`src/rtl/cpu_types_pkg.sv`:
```
`default_nettype none
// ============================================================================
// Package   : cpu_types_pkg
// Purpose   : Shared CPU-side types: data word, RAM handshake state and the
//             memory arbiter state encoding, plus a watchdog width helper.
// Revision  : 1.0 - initial release
// ============================================================================
package cpu_types_pkg;

  localparam int WORD_W = 32;

  typedef logic [WORD_W-1:0] word_t;

  // RAM handshake state reported by the memory model/controller
  typedef enum logic [1:0] {
    FREE   = 2'b00,
    BUSY   = 2'b01,
    ACCESS = 2'b10,
    ERROR  = 2'b11
  } ramstate_t;

  // Memory arbiter FSM encoding (explicit 2-bit values)
  typedef enum logic [1:0] {
    IDLE  = 2'b00,
    GNT_I = 2'b01,
    GNT_D = 2'b10
  } arb_state_t;

  // Watchdog counter width: wide enough to hold TIMEOUT, never below 8 bits
  function automatic int wdog_width(input int timeout);
    int w;
    w = $clog2(timeout + 1);
    return (w < 8) ? 8 : w;
  endfunction

endpackage
`default_nettype wire

```
`src/rtl/arb_watchdog.sv`:
```
`default_nettype none
// ============================================================================
// Module    : arb_watchdog
// Purpose   : Saturating grant-cycle counter with a sticky timeout flag. The
//             flag sets on the edge where the count reaches TIMEOUT and is
//             only cleared by reset.
// Revision  : 1.0 - initial release
// ============================================================================
module arb_watchdog #(
  parameter int TIMEOUT = 255,
  parameter int CNT_W   = 8
) (
  input  logic clk,
  input  logic i_nrst,
  input  logic i_clear,
  input  logic i_enable,
  output logic o_flag
);

  localparam logic [CNT_W-1:0] C_CNT_MAX   = '1;
  localparam logic [CNT_W-1:0] C_CNT_LIMIT = CNT_W'(TIMEOUT);

  logic [CNT_W-1:0] r_count;
  logic [CNT_W-1:0] w_count_nxt;
  logic             r_flag;

  // Next count: clear wins, otherwise saturating increment while enabled
  always_comb begin
    w_count_nxt = r_count;
    if (i_clear) begin
      w_count_nxt = '0;
    end else if (i_enable && (r_count != C_CNT_MAX)) begin
      w_count_nxt = r_count + 1'b1;
    end
  end

  // Count register and sticky flag; flag rises together with the count
  always_ff @(posedge clk) begin
    if (!i_nrst) begin
      r_count <= '0;
      r_flag  <= 1'b0;
    end else begin
      r_count <= w_count_nxt;
      if (i_enable && !i_clear && (w_count_nxt >= C_CNT_LIMIT)) begin
        r_flag <= 1'b1;
      end
    end
  end

  assign o_flag = r_flag;

endmodule
`default_nettype wire

```
`src/rtl/mem_arbiter.sv`:
```
`default_nettype none
// ============================================================================
// Module    : mem_arbiter
// Purpose   : Two-requester (instruction/data) arbiter in front of a single
//             RAM port. Registered selection, non-preemptive grants, abort on
//             request drop, watchdog with sticky timeout flag.
// Options   : MEM_ARB_RR_EN - when defined, ties in IDLE go to the requester
//             not served last; otherwise data always has priority.
// Revision  : 1.0 - initial release
// ============================================================================
module mem_arbiter
  import cpu_types_pkg::*;
#(
  parameter int TIMEOUT = 255
) (
  input  logic        CLK,
  input  logic        nRST,
  input  logic        iREN,
  input  logic [31:0] iaddr,
  output logic [31:0] iload,
  output logic        iwait,
  input  logic        dREN,
  input  logic        dWEN,
  input  logic [31:0] daddr,
  input  logic [31:0] dstore,
  output logic [31:0] dload,
  output logic        dwait,
  output logic        ramREN,
  output logic        ramWEN,
  output logic [31:0] ramaddr,
  output logic [31:0] ramstore,
  input  logic [31:0] ramload,
  input  ramstate_t   ramstate,
  output logic        tmo_err
);

  localparam int C_WDOG_W = wdog_width(TIMEOUT);

  arb_state_t r_state;
  arb_state_t w_state_nxt;
  logic       w_dreq;
  logic       w_ireq;
  logic       w_done;
  logic       w_in_grant;
  logic       w_pick_d;

  assign w_dreq     = dREN | dWEN;
  assign w_ireq     = iREN;
  assign w_done     = (ramstate == ACCESS);
  assign w_in_grant = (r_state != IDLE);

`ifdef MEM_ARB_RR_EN
  logic r_last_d;

  // Remember which side completed last so a tie goes to the other one
  always_ff @(posedge CLK) begin
    if (!nRST) begin
      r_last_d <= 1'b0;
    end else if ((r_state == GNT_D) && w_done) begin
      r_last_d <= 1'b1;
    end else if ((r_state == GNT_I) && w_done) begin
      r_last_d <= 1'b0;
    end
  end

  assign w_pick_d = w_dreq & (~w_ireq | ~r_last_d);
`else
  assign w_pick_d = w_dreq;
`endif

  // Next-state: arbitrate from IDLE, leave a grant on completion or abort
  always_comb begin
    w_state_nxt = r_state;
    case (r_state)
      IDLE: begin
        if (w_dreq || w_ireq) begin
          w_state_nxt = w_pick_d ? GNT_D : GNT_I;
        end
      end
      GNT_D: begin
        if (!w_dreq || w_done) begin
          w_state_nxt = IDLE;
        end
      end
      GNT_I: begin
        if (!w_ireq || w_done) begin
          w_state_nxt = IDLE;
        end
      end
      default: w_state_nxt = IDLE;
    endcase
  end

  // State register
  always_ff @(posedge CLK) begin
    if (!nRST) begin
      r_state <= IDLE;
    end else begin
      r_state <= w_state_nxt;
    end
  end

  // RAM-side drive; enables are qualified by the live request so an abort
  // never issues a stray access in the cycle the request drops
  always_comb begin
    ramREN   = 1'b0;
    ramWEN   = 1'b0;
    ramaddr  = '0;
    ramstore = '0;
    case (r_state)
      GNT_D: begin
        ramWEN   = dWEN;
        ramREN   = dREN & ~dWEN;
        ramaddr  = daddr;
        ramstore = dstore;
      end
      GNT_I: begin
        ramREN  = iREN;
        ramaddr = iaddr;
      end
      default: ;
    endcase
  end

  assign iload = ramload;
  assign dload = ramload;
  assign iwait = ~((r_state == GNT_I) && w_done);
  assign dwait = ~((r_state == GNT_D) && w_done);

  // Watchdog is held clear outside a grant and counts stalled grant cycles
  arb_watchdog #(
    .TIMEOUT (TIMEOUT),
    .CNT_W   (C_WDOG_W)
  ) u_wdog (
    .clk      (CLK),
    .i_nrst   (nRST),
    .i_clear  (~w_in_grant),
    .i_enable (w_in_grant & ~w_done),
    .o_flag   (tmo_err)
  );

endmodule
`default_nettype wire

```
`config.mk`:
```
export PLATFORM = sky130hd
export DESIGN_NAME = mem_arbiter
export DESIGN_NICKNAME = d
export VERILOG_FILES = /design/src/rtl/cpu_types_pkg.sv /design/src/rtl/arb_watchdog.sv /design/src/rtl/mem_arbiter.sv
export SDC_FILE = /design/constraint.sdc
export NUM_CORES = 1
export LEC_CHECK = 0
export ABC_AREA = 1
export CAP_MARGIN = 20
export CORE_AREA = 2 2 103 105
export DETAILED_ROUTE_END_ITERATION = 12
export DIE_AREA = 0 0 105 107
export GPL_TIMING_DRIVEN = 0
export PLACE_DENSITY_LB_ADDON = 0.25
export SLEW_MARGIN = 30
export SYNTH_ARGS = -nofsm -noshare
export SYNTH_HDL_FRONTEND = slang
export SYNTH_HIERARCHICAL = 1
export SYNTH_SLANG_ARGS = --single-unit
```
`constraint.sdc`:
```
create_clock -name CLK -period 4 [get_ports CLK]
set_input_delay 0.8 -clock CLK [delete_from_list [all_inputs] [get_ports CLK]]
set_output_delay 0.8 -clock CLK [all_outputs]
set_load 0.01 [all_outputs]
```
==> run metrics, run 1 <==
outcome finished, final reports clean; Placement Setup Slack 985 ps; Synth Area in Simple Gates 0.357; ANT nets after route 0; f_max between 300 and 400 MHz; syn avg cell area between 5 and 6 um^2; critical path's slowest cell clkdlybuf4s50_1; Int Pwr between 500 and 600 uW; crit-path max cell delay just over 600 ps; worst-margin pin slew ~340 ps; postcts setup bufs 0; largest net degree at the start of global routing 11; CTS Buf Count 3; Hold Vio Cnt, Final 0; Final Setup Violations 0; largest family of logic cells by synthesized area buffers and inverters; CTS tree done; final setup margin roughly 960 ps; RSZ-0062 raised after global routing false; sequential share of power 0.132; GRT Resource Usage Total 0.180; wire length per cell around 15 um; initial DRC count about 150; fin crit share 0.761; Skew-Pair Late Insertion Delay between 200 and 300 ps; CP Capture Type primary output; H-Tree Depth 1; clk root buf clkbuf_8; core area roughly 0.010 mm^2; area added between synthesis and finish 126%; post-CTS sizing 0; drt drc 0; HP Start u_wdog/o_flag; Startpoint Class primary input; Hold Path Class reg2reg; Port Buffers 235; Final nets between 700 and 800; commonest non-fill, non-tap cell in the layout clkdlybuf4s50_1; Post-Synth XOR/XNOR Area 0.00428; WHS 461 ps; VDD IR max between 0.1 and 0.15 mV; Max Slew Vio Count 0; Die X around 110 um; syn nets a little over 500; Switching Share 0.389; die area 0.0112 mm^2; Via Count between 2000 and 3000; layout cells sized above 1 0.161; Post-synth EDFFs 0; fill count between 1000 and 1500; CTS hold repair buffers 0; global-route wire length before repair ~16 mm; final core utilization 0.457; I/O pin total 268; ys flop type dfxtp_1; sw power approximately 350 uW; mapped cell area about 0.002 mm^2; post-synthesis cell count approximately 370; maxcap violations 0; Fin Setup TNS 0 ps; Post-Synth Adder-Cell Area 0.0306; Tmin final between 3000 and 4000 ps; commonest non-fill, non-tap cells in the layout clkdlybuf4s50_1, nand2_1, buf_4; Die Y 107 um; Synth Area in Compound Gates 0.106; Comb pwr share 0.737; clk buf depth 2; vias in the first global route ~2800; power share of the clock group 0.131; routed vias/inst ~3.9; pwr dens about 200 mW/mm^2; CTS clk-pin slew, worst paths approximately 50 ps; CTS Sinks 11; maximum fanout along the worst path 1; Routed Wire Length between 10 and 15 mm; routability cong. 0.882; power after layout approximately 900 uW; # diodes 0; dpl hpwl between 9 and 10 mm; crit-path cells clkdlybuf4s50_1 > nand2_1 > a21oi_1 > clkdlybuf4s50_1; Yosys cell types 23; mux contribution to synthesized area 0; CP startpoint daddr[18]; Seq/Total Area, Yosys 0.108; FP Rows 37; CP Class in2out; CP required about 3200 ps; CP most frequent cell clkdlybuf4s50_1; arrival time at the worst endpoint about 2200 ps; Ys Warns 6; Synth Register Bits 11; P_leak approximately 2.1 nW; 1st-pass router iterations 4; antenna violations before repair 0; Worst slew margin 0.772; initial core utilization 0.203; reg2reg start r_state[0]; remaining global-route overflow 0; Worst Clk Skew about 6.3 ps; Synth async-reset ratio 0
[flip-flops by register name (all words and copies together), names as in the netlist]
| register | cells |
|---|---|
| u_wdog/r_count | 8 |
| r_state | 2 |
| u_wdog/o_flag | 1 |
[final timing paths]
| path | cells past startpoint | endpoint | slack, ps |
|---|---|---|---|
| min | 2 | u_wdog/o_flag | 460 |
| max | 4 | ramaddr[18] | 960 |
| min reg2reg | 2 | u_wdog/o_flag | 460 |
| max reg2reg | 12 | u_wdog/o_flag | 2090 |
[power groups by stage]
stage          clock network (mW)  logic (mW)  registers (mW)
2_1_floorplan                   0       0.302           0.120
3_5_place_dp                    0       0.668           0.121
5_1_grt                     0.129       0.720           0.119
4_1_cts                     0.124       0.672           0.119
3_3_place_gp                    0       0.664           0.121
6_report                    0.118       0.664           0.119
[per-layer routing]
layer | vias up | track usage | wire, um
met5 | - | 0 | 0
met4 | 0 | 0.0305 | 66
met3 | 6 | 0.0426 | 761
met2 | 114 | 0.331 | 5570
met1 | 1276 | 0.214 | 4510
li1 | 1523 | - | -
[critical path: cells and delay by family]
family,cells,cell delay (ps)
compound gates,1,320
buf+inv,2,1070
simple gates,1,50
[cell type report]
type	count	area, um^2	share of cell area
inverters	60	225	0.0488
flip-flops and latches	11	220	0.0477
plain buffers	79	581	0.126
multi-input cells	219	1020	0.221
clock buffers	4	45.0	0.00977
well taps	136	170	0.0369
repair buffers	235	2350	0.510
[logic make-up (layout without fill, tap and decap cells)]
| group | after synthesis | after routing |
|---|---|---|
| compound gates | 41 | 41 |
| flops | 11 | 11 |
| fa+ha+maj | 5 | 5 |
| buf+inv | 139 | 378 |
| xor+xnor | 1 | 1 |
| simple gates | 172 | 172 |
[stage by stage]
stage               std cells  cell area (um^2)
floorplan                 369              2040
global placement          740              4570
detailed placement        740              4570
CTS                       744              4610
global route              744              4610
finish                    744              4610
[synth_stat cells, drive strengths merged, types with 2 or more instances]
cell type	n	area, um^2
a21oi	39	206
buf	79	581
dfxtp	11	220
ha	5	62.6
inv	59	221
nand2	126	490
nand3	16	95.1
nand4	4	25.0
nor2	22	100
nor3	4	20.0
o21ai	2	10.0
Power figures use the tool's default switching activity.
==> run 2: changes to the inputs <==
==> constraint.sdc (replaced) <==
create_clock -name CLK -period 3 [get_ports CLK]
set_input_delay 0.6 -clock CLK [delete_from_list [all_inputs] [get_ports CLK]]
set_output_delay 0.6 -clock CLK [all_outputs]
set_load 0.01 [all_outputs]
==> results of run 2 <==
The final DEF is identical to that of run 1. Status: finished, final reports clean.
Main changes from that run: setup slack after placement 985 ps -> 385 ps; setup slack after layout 957 ps -> 291 ps; start point of the critical path daddr[18] -> r_state[1]; register-to-register setup slack 2090 ps -> 1090 ps; total power 0.901 mW -> 1.20 mW; worst IR drop on VDD 0.143 mV -> 0.191 mV
==> run 3: changes to the inputs <==
--- a/config.mk
+++ b/config.mk
@@ -12,6 +12,7 @@
 export DIE_AREA = 0 0 105 107
 export GPL_TIMING_DRIVEN = 0
 export PLACE_DENSITY_LB_ADDON = 0.25
+export RECOVER_POWER = 25
 export SLEW_MARGIN = 30
 export SYNTH_ARGS = -nofsm -noshare
 export SYNTH_HDL_FRONTEND = slang
==> run 3 against run 2 <==
  * Sequential power about the same
  * Wire length about the same
  * Utilization about the same
  * Clock skew unchanged
  * Critical endpoint unchanged
==> run metrics, run 3 (same netlist as run 1, synthesis figures left out) <==
outcome finished, final reports clean; max reg flops 8 (unchanged); CP required between 2000 and 2500 ps; CP most frequent cell buf_4; drt drc 0 (unchanged); critical path's slowest cell clkdlybuf4s50_1; CTS Buf Count 3 (unchanged); pwr dens between 200 and 300 mW/mm^2; post-CTS sizing 0 (unchanged); antenna violations before repair 0 (unchanged); fin crit share 0.903; area added between synthesis and finish 125%; 1st-pass router iterations 4 (unchanged); layout cells sized above 1 0.160 (-0.00164); core area 0.0101 mm^2 (unchanged); largest net degree at the start of global routing 11 (unchanged); final core utilization 0.456 (-0.000496); Skew-Pair Late Insertion Delay 250 ps (about the same); worst-margin pin slew 343 ps (+0.0226 ps); most flop-heavy register u_wdog/r_count; CP Class reg2out; CP Buf/Inv Count 4; P_leak 2.11 nW (+0.33%); wire length per cell 14.7 um (about the same); Top delay family on crit path buffers and inverters; postcts setup bufs 0 (unchanged); Worst Clk Skew 6.32 ps (unchanged); maximum fanout along the worst path 10; CTS clk-pin slew, worst paths 50 ps (about the same); routability cong. 0.882 (unchanged); H-Tree Depth 1 (unchanged); remaining global-route overflow 0 (unchanged); Tmin final between 2000 and 3000 ps; FP Rows 37 (unchanged); Die Y 107 um (unchanged); global-route wire length before repair 15.9 mm (unchanged); commonest non-fill, non-tap cell in the layout clkdlybuf4s50_1; clk buf depth 2 (unchanged); # diodes 0 (unchanged); Fin Setup TNS 0 ps (unchanged); f_max 369 MHz; RSZ-0062 raised after global routing false; initial DRC count 159 (+7.4%); arrival time at the worst endpoint 2110 ps; crit-path max cell delay 620 ps (about the same); Via Count 2928 (+0.31%); CTS hold repair buffers 0 (unchanged); Die X 105 um (unchanged); Routed Wire Length 10.9 mm (about the same); CTS Sinks 11 (unchanged); Max Slew Vio Count 0 (unchanged); Startpoint Class flip-flop; clk root buf clkbuf_8; Hold Vio Cnt, Final 0 (unchanged); die area 0.0112 mm^2 (unchanged); CTS tree done; Final Setup Violations 0 (unchanged); vias in the first global route 2840 (unchanged); Port Buffers 235 (unchanged); Final nets 749 (unchanged); routed vias/inst 3.94 (+0.31%); fill count 1077 (+0.093%); maxcap violations 0 (unchanged); Hold Path Class reg2reg; commonest non-fill, non-tap cells in the layout clkdlybuf4s50_1, nand2_1, buf_4; GRT Resource Usage Total 0.180 (unchanged); VDD IR max about 0.19 mV; Worst slew margin 0.772 (about the same); dpl hpwl 9.37 mm (unchanged); crit-path cells inv_1 > ha_1 > buf_4 > buf_4 > nand2_1 > a21oi_1 > clkdlybuf4s50_1; CP Capture Type primary output; I/O pin total 268 (unchanged); initial core utilization 0.203 (unchanged); ANT nets after route 0 (unchanged)
[run 3: cell types whose count changed in the layout (fill, tap and decap cells not counted)]
cell | before | now
clkdlybuf4s50_1 | 235 | 200
nand3_1 | 13 | 14
dlygate4sd3_1 | 0 | 35
nand3_2 | 3 | 2
[run 3: path summary, 6_finish.rpt]
kind	start	endpoint	slack [ps]	cells after the start
worst min-delay path	u_wdog/o_flag	u_wdog/o_flag	460	2
worst max-delay path	r_state[1]	ramaddr[18]	290	7
worst max register to register	r_state[0]	u_wdog/o_flag	1090	12
worst min register to register	u_wdog/o_flag	u_wdog/o_flag	460	2
[run 3: cell type report]
type                    count  area, um^2  share of cell area
plain buffers              79         581               0.126
clock buffers               4        45.0             0.00978
inverters                  60         225              0.0489
multi-input cells         219        1010               0.220
flip-flops and latches     11         220              0.0478
well taps                 136         170              0.0369
repair buffers            235        2350               0.511
[run 3: routing by layer]
metal / GRT usage / part of all wire / wire length, um
met5: 0 / 0 / 0
met4: 0.0305 / 0.0061 / 66
met3: 0.0426 / 0.074 / 806
met2: 0.331 / 0.51 / 5570
met1: 0.214 / 0.41 / 4460
[run 3: metrics by stage]
stage | total power, mW | hold slack [ps] | instance area [um^2] | cells | setup WS [ps]
after floorplan | 0.563 | 478 | 2040 | 369 | 1270
after global placement | 1.05 | 452 | 4570 | 740 | 383
after detailed placement | 1.05 | 452 | 4570 | 740 | 385
after CTS | 1.22 | 465 | 4610 | 744 | 219
after global routing | 1.28 | 478 | 4610 | 744 | 120
final | 1.19 | 458 | 4610 | 744 | 292
[run 3: worst min-delay path, stage by stage (launching register included)]
cell	delay (ps)
dfxtp_1	300
inv_1	60
a21oi_2	50
[run 3: power breakdown]
group	switching [mW]	total, mW	leakage (nW)	internal, mW
logic	0.397	0.875	1.99	0.478
clock network	0.0634	0.157	0.0228	0.0938
registers	0.00535	0.158	0.0891	0.153
total	0.466	1.19	2.11	0.724
